--- src/rtl/keypad_entry_ctrl.sv ---
// Keypad entry controller: collects up to MAX_DIGITS BCD digits from a keypad,
// supports clear/backspace/cancel/enter editing, and hands the completed entry
// to a consumer with a valid/ready handshake.
// Optional inactivity timeout is built when KEYPAD_ENTRY_TIMEOUT_EN is defined.
module keypad_entry_ctrl #(
  parameter int unsigned MAX_DIGITS  = 4,
  parameter int unsigned TIMEOUT_CYC = 32'd250_000_000
) (
  input  logic        clk,
  input  logic        rst,
  input  logic        key_en,
  input  logic [3:0]  key_data,
  input  logic        out_ready,
  output logic        out_valid,
  output logic [15:0] out_bcd,
  output logic [2:0]  out_len,
  output logic [15:0] disp_bcd,
  output logic [2:0]  disp_len,
  output logic        busy,
  output logic        abort
);

  typedef enum logic [1:0] {StIdle, StEntry, StHold} state_e;

  localparam logic [2:0] MaxLen    = 3'(MAX_DIGITS);
  localparam logic [3:0] KeyClear  = 4'hA;
  localparam logic [3:0] KeyBack   = 4'hB;
  localparam logic [3:0] KeyCancel = 4'hE;
  localparam logic [3:0] KeyEnter  = 4'hF;

  state_e state_q;
  logic   is_digit;
  logic   key_accept;
  logic   timeout_hit;

  // Decide whether the presented key changes anything; ignored keys touch nothing.
  always_comb begin
    is_digit   = (key_data <= 4'd9);
    key_accept = 1'b0;
    if (key_en && (state_q != StHold)) begin
      if (is_digit) begin
        key_accept = (disp_len < MaxLen);
      end else begin
        case (key_data)
          KeyClear, KeyCancel: key_accept = 1'b1;
          KeyBack, KeyEnter:   key_accept = (state_q == StEntry);
          default:             key_accept = 1'b0;
        endcase
      end
    end
  end

`ifdef KEYPAD_ENTRY_TIMEOUT_EN
  logic [31:0] timer_q;

  // Inactivity counter: runs only while an entry is open and no key is taken.
  always_ff @(posedge clk) begin
    if (rst) begin
      timer_q <= '0;
    end else if ((state_q == StEntry) && !key_accept && !timeout_hit) begin
      timer_q <= timer_q + 32'd1;
    end else begin
      timer_q <= '0;
    end
  end

  // An accepted key on the expiry cycle wins over the timeout.
  assign timeout_hit = (state_q == StEntry) && !key_accept &&
                       (timer_q == 32'(TIMEOUT_CYC - 1));
`else
  logic unused_timeout_cfg;
  assign unused_timeout_cfg = ^TIMEOUT_CYC;
  assign timeout_hit        = 1'b0;
`endif

  // Controller: buffer edits, entry handoff, abort pulse; every output is registered.
  always_ff @(posedge clk) begin
    if (rst) begin
      state_q   <= StIdle;
      out_valid <= 1'b0;
      out_bcd   <= '0;
      out_len   <= '0;
      disp_bcd  <= '0;
      disp_len  <= '0;
      busy      <= 1'b0;
      abort     <= 1'b0;
    end else begin
      abort <= 1'b0;
      if (state_q == StHold) begin
        // Keys presented while holding (even on the handshake cycle) are dropped.
        if (out_valid && out_ready) begin
          out_valid <= 1'b0;
          busy      <= 1'b0;
          state_q   <= StIdle;
        end
      end else if (key_accept) begin
        if (is_digit) begin
          disp_bcd <= {disp_bcd[11:0], key_data};
          disp_len <= disp_len + 3'd1;
          state_q  <= StEntry;
        end else begin
          case (key_data)
            KeyBack: begin
              disp_bcd <= {4'h0, disp_bcd[15:4]};
              disp_len <= disp_len - 3'd1;
              if (disp_len == 3'd1) state_q <= StIdle;
            end
            KeyEnter: begin
              out_bcd   <= disp_bcd;
              out_len   <= disp_len;
              out_valid <= 1'b1;
              busy      <= 1'b1;
              disp_bcd  <= '0;
              disp_len  <= '0;
              state_q   <= StHold;
            end
            KeyCancel: begin
              disp_bcd <= '0;
              disp_len <= '0;
              abort    <= 1'b1;
              state_q  <= StIdle;
            end
            default: begin
              // Clear: same as cancel but silent.
              disp_bcd <= '0;
              disp_len <= '0;
              state_q  <= StIdle;
            end
          endcase
        end
      end else if (timeout_hit) begin
        disp_bcd <= '0;
        disp_len <= '0;
        abort    <= 1'b1;
        state_q  <= StIdle;
      end
    end
  end

endmodule

--- config.mk ---
export PLATFORM = sky130hd
export DESIGN_NAME = keypad_entry_ctrl
export DESIGN_NICKNAME = d
export VERILOG_FILES = /design/src/rtl/keypad_entry_ctrl.sv
export SDC_FILE = /design/constraint.sdc
export NUM_CORES = 1
export LEC_CHECK = 0
export BUFFER_PORTS_ARGS = -buffer_cell sky130_fd_sc_hd__buf_2
export CAP_MARGIN = 5
export CORE_MARGIN = 2
export CORE_UTILIZATION = 55
export DETAILED_ROUTE_END_ITERATION = 6
export PLACE_DENSITY = 0.85
export SETUP_SLACK_MARGIN = 0.4
export SLEW_MARGIN = 15
export SYNTH_ARGS = -nofsm -noshare
export SYNTH_HDL_FRONTEND = slang
export SYNTH_SLANG_ARGS = --single-unit
--- constraint.sdc ---
create_clock -name clk -period 3.19 [get_ports clk]
set_input_delay 0.7975 -clock clk [delete_from_list [all_inputs] [get_ports clk]]
set_output_delay 0.7975 -clock clk [all_outputs]
set_load 0.005 [all_outputs]
==> results.md <==
* Run status: finished, final reports clean
* Number of antenna violations at the first check in global routing at 0
* Antenna Diode Count at 0
* Met2 wire length at 1820 um
* Die extent in x at 60.8 um
* Transition time of the tightest slew-check pin at 731 ps
* HPWL reported at the end of detailed placement at around 2700 um
* Net count after synthesis at slightly above 200
* Post-Route Hold Slack at roughly 500 ps
* Maximum number of buffers from clock root to sink at 2
* IR Drop Worst-Case VDD at between 300 and 400 uV
* Count of buffers from port buffering at 48
* Final TNS setup at 0 ps
* Number of H-tree levels at 2
* Worst setup path category: input pin to flop
* Hold Path Class: flop to flop
* Number of rows in the core area at 20
* Final-report hold violation count at 0
* RSZ-0062 raised after global routing: false
* Cells after Synth at approximately 190
* Final slew viol count at 0
* Leading cell types by total area after synthesis: sky130_fd_sc_hd__dfxtp_1, sky130_fd_sc_hd__mux2i_1, sky130_fd_sc_hd__nor2_1
* Slowest-stage cell, CP: sky130_fd_sc_hd__a2111o_1
* Storage element area at 841 um2
* Relative max-transition margin at 51.2%
* Critical Path End Type: flop
* CTS Hold Bufs at 0
* Remaining antenna violation count after routing at 0
* Number of buffers added for setup after CTS at 0
* Post-CTS sizing at 0
* Net total in the final layout at around 250
* Critical path arrival at roughly 2300 ps
* Share of the yosys chip area belonging to registers at approximately 47%
* Post-synth ARST share at 0%
* Filler Cells Inserted at 254
* Max Clk Rate at 509 MHz
* Overall track demand over capacity in global routing at between 20% and 30%
* Average wire per standard cell at ~14 um
* Via count of the first global-routing pass at around 1400
* Clock sink count at 42
* Detailed Routing Iterations Pass 1 at 4
* Crit path setup slack, layout at roughly 1200 ps
* Power Density at between 400 and 500 mW/mm2
* Crit path max fanout at 20
* Leakage component of the power at between 0.9 and 1 nW
* Req. time, crit path at ~3500 ps
* Number of buffers created by CTS at 5
* Top-Level Pins at about 50
* RD Place Congestion at roughly 0.86
* Number of setup violations in the final report at 0
* Total vias in the final route at ~1600
* Number of vias per cell at 5.55
* Total of warnings raised by yosys at 0
* CP Launch Type: input pin
* Global route total overflow at 0
* Post-route met1 wirelength at 1690 um
* Post-detailed-placement cell area at slightly above 0.002 mm2
* Utilization after layout at 68.4%
* Post-route clock period utilization at roughly three fifths
* Pre-CTS setup slack at a little under 900 ps
* Root Buffer Master: sky130_fd_sc_hd__clkbuf_4
* Total area of multi-input combinational cells at 855 um2
* Maximum number of pins on one net before global-route repair at 43
* Yosys top cell area share at 47.3%
* Post-synthesis to final-layout area growth at 17.5%
* Most used flip-flop cell after synthesis: sky130_fd_sc_hd__dfxtp_1
* Initial drt markers at 70
* Clock-pin transition on the worst setup and hold timing paths at 120 ps
* Most area-hungry cell type in the Yosys netlist: sky130_fd_sc_hd__dfxtp_1
* Kind of cell adding the most delay to the critical path: compound AO/OA/AOI/OAI gates
* Clock tree from TritonCTS: done
* Number of maximum-capacitance constraint violations at 0
* Die Ht at about 60 um
* Crit-path max cell delay at roughly 450 ps
* Fraction of final layout cells sized beyond drive strength 1 at 26.6%
* Starting utilization of the core area at 58.2%
* Worst setup skew after layout at about 14 ps
* Post-synthesis sequential element count at 42
* Clk_lat worst skew at ~350 ps
* Time the final worst path needs with I/O delays and setup at approximately 2000 ps
* Post-detailed-route DRC marker count at 0
* Netlist cell types at 36
* Routed length on met3 at between 200 and 300 um
* Final WL at roughly 3800 um
* DR top layer: met4
* Post-synthesis instance area at ~0.0018 mm2
* Total non-filler cell area in the finished layout at 0.00209 mm2
* Die footprint at approximately 0.0037 mm2
* Critical path cell sequence: buf_2 -> o21ai_2 -> nand2b_2 -> a21o_1 -> a2111o_1 -> a21oi_1
* Worst Path Buf+Inv at 1
* Area of the core at between 0.003 and 0.004 mm2
* Global-route wire length before repair at roughly 6000 um
* Synthesized area per cell at around 9.2 um2
* Number of flops mapped to enable cells by yosys at 0
==> registers in the layout, indices dropped and copies added (netlist names) <==
register / cells
state_q: 2
disp_len: 3
out_len: 3
busy: 1
disp_bcd: 16
abort: 1
out_bcd: 16
==> report_power, final <==
group	internal (mW)	total (mW)	switching, mW
clock	0.0866	0.252	0.165
sequential	0.544	0.567	0.0236
combinational	0.0513	0.124	0.0723
total	0.682	0.943	0.261
==> placed cells by master (no fill, tap or decap), types with 2 or more instances in the layout <==
cell type                  synthesis  routed
sky130_fd_sc_hd__buf_2             2      48
sky130_fd_sc_hd__dfxtp_1          42      42
sky130_fd_sc_hd__nor2_1           38      38
sky130_fd_sc_hd__mux2i_1          21      21
sky130_fd_sc_hd__nor3_1           12      12
sky130_fd_sc_hd__a221oi_1         11      11
sky130_fd_sc_hd__nand2_1           7       7
sky130_fd_sc_hd__clkbuf_4          0       5
sky130_fd_sc_hd__inv_1             4       4
sky130_fd_sc_hd__nand3_1           4       4
sky130_fd_sc_hd__a21oi_1           4       4
sky130_fd_sc_hd__a22oi_1           4       4
sky130_fd_sc_hd__nand2b_1          3       3
sky130_fd_sc_hd__o21ai_0           3       3
sky130_fd_sc_hd__ha_1              3       3
sky130_fd_sc_hd__buf_4             3       3
sky130_fd_sc_hd__a21o_1            2       2
sky130_fd_sc_hd__nor2b_1           2       2
sky130_fd_sc_hd__a211oi_1          2       2
==> logic make-up (layout without fill, tap and decap cells) <==
logic type	after synthesis	after routing	synth area share (%)
DFF	42	42	47.3
adders and majority gates	3	3	2.11
AOI/OAI and AO/OA	35	35	15.5
buffers and inverters	20	64	5.00
muxes	21	21	11.8
and+or+nand+nor	72	72	18.2
==> worst paths after layout <==
kind               startpoint  depth (start not counted)          end  slack (ps)
setup / recovery  key_data[2]                          6  disp_bcd[3]        1230
hold / removal    out_bcd[15]                          2  out_bcd[15]         500
setup reg to reg   state_q[0]                          5  disp_bcd[3]        1350
hold reg to reg   out_bcd[15]                          2  out_bcd[15]         500
==> layer usage <==
metal,GRT usage (%),up-vias
li1,-,767
met1,26.3,732
met2,37.3,59
met3,6.82,2
met4,9.32,0
met5,0,-
==> tightest hold or removal path, stage by stage, from the launching register on <==
cell and delay (ps):
sky130_fd_sc_hd__dfxtp_1 340, sky130_fd_sc_hd__mux2i_1 60, sky130_fd_sc_hd__nor2_1 70
==> cells in the mapped netlist, types with 3 or more instances <==
master,instances
sky130_fd_sc_hd__mux2i_1,21
sky130_fd_sc_hd__inv_1,4
sky130_fd_sc_hd__nand2_1,7
sky130_fd_sc_hd__nor2_1,38
sky130_fd_sc_hd__a221oi_1,11
sky130_fd_sc_hd__buf_4,3
sky130_fd_sc_hd__a22oi_1,4
sky130_fd_sc_hd__clkbuf_1,9
sky130_fd_sc_hd__dfxtp_1,42
sky130_fd_sc_hd__nand3_1,4
sky130_fd_sc_hd__o21ai_0,3
sky130_fd_sc_hd__ha_1,3
sky130_fd_sc_hd__nand2b_1,3
sky130_fd_sc_hd__nor3_1,12
sky130_fd_sc_hd__a21oi_1,4
==> cell type report <==
cell class | count | share of cell area (%)
inverters | 5 | 0.899
well taps | 44 | 2.64
flip-flops and latches | 42 | 40.3
clock inverters | 2 | 0.659
multi-input cells | 131 | 40.9
repair buffers | 51 | 12.6
clock buffers | 6 | 1.98
==> stage by stage <==
stage,power [mW],std cells
floorplan,0.657,193
global placement,0.697,273
detailed placement,0.701,273
CTS,0.953,281
global route,0.993,281
finish,0.943,281
Power figures use the tool's default switching activity.
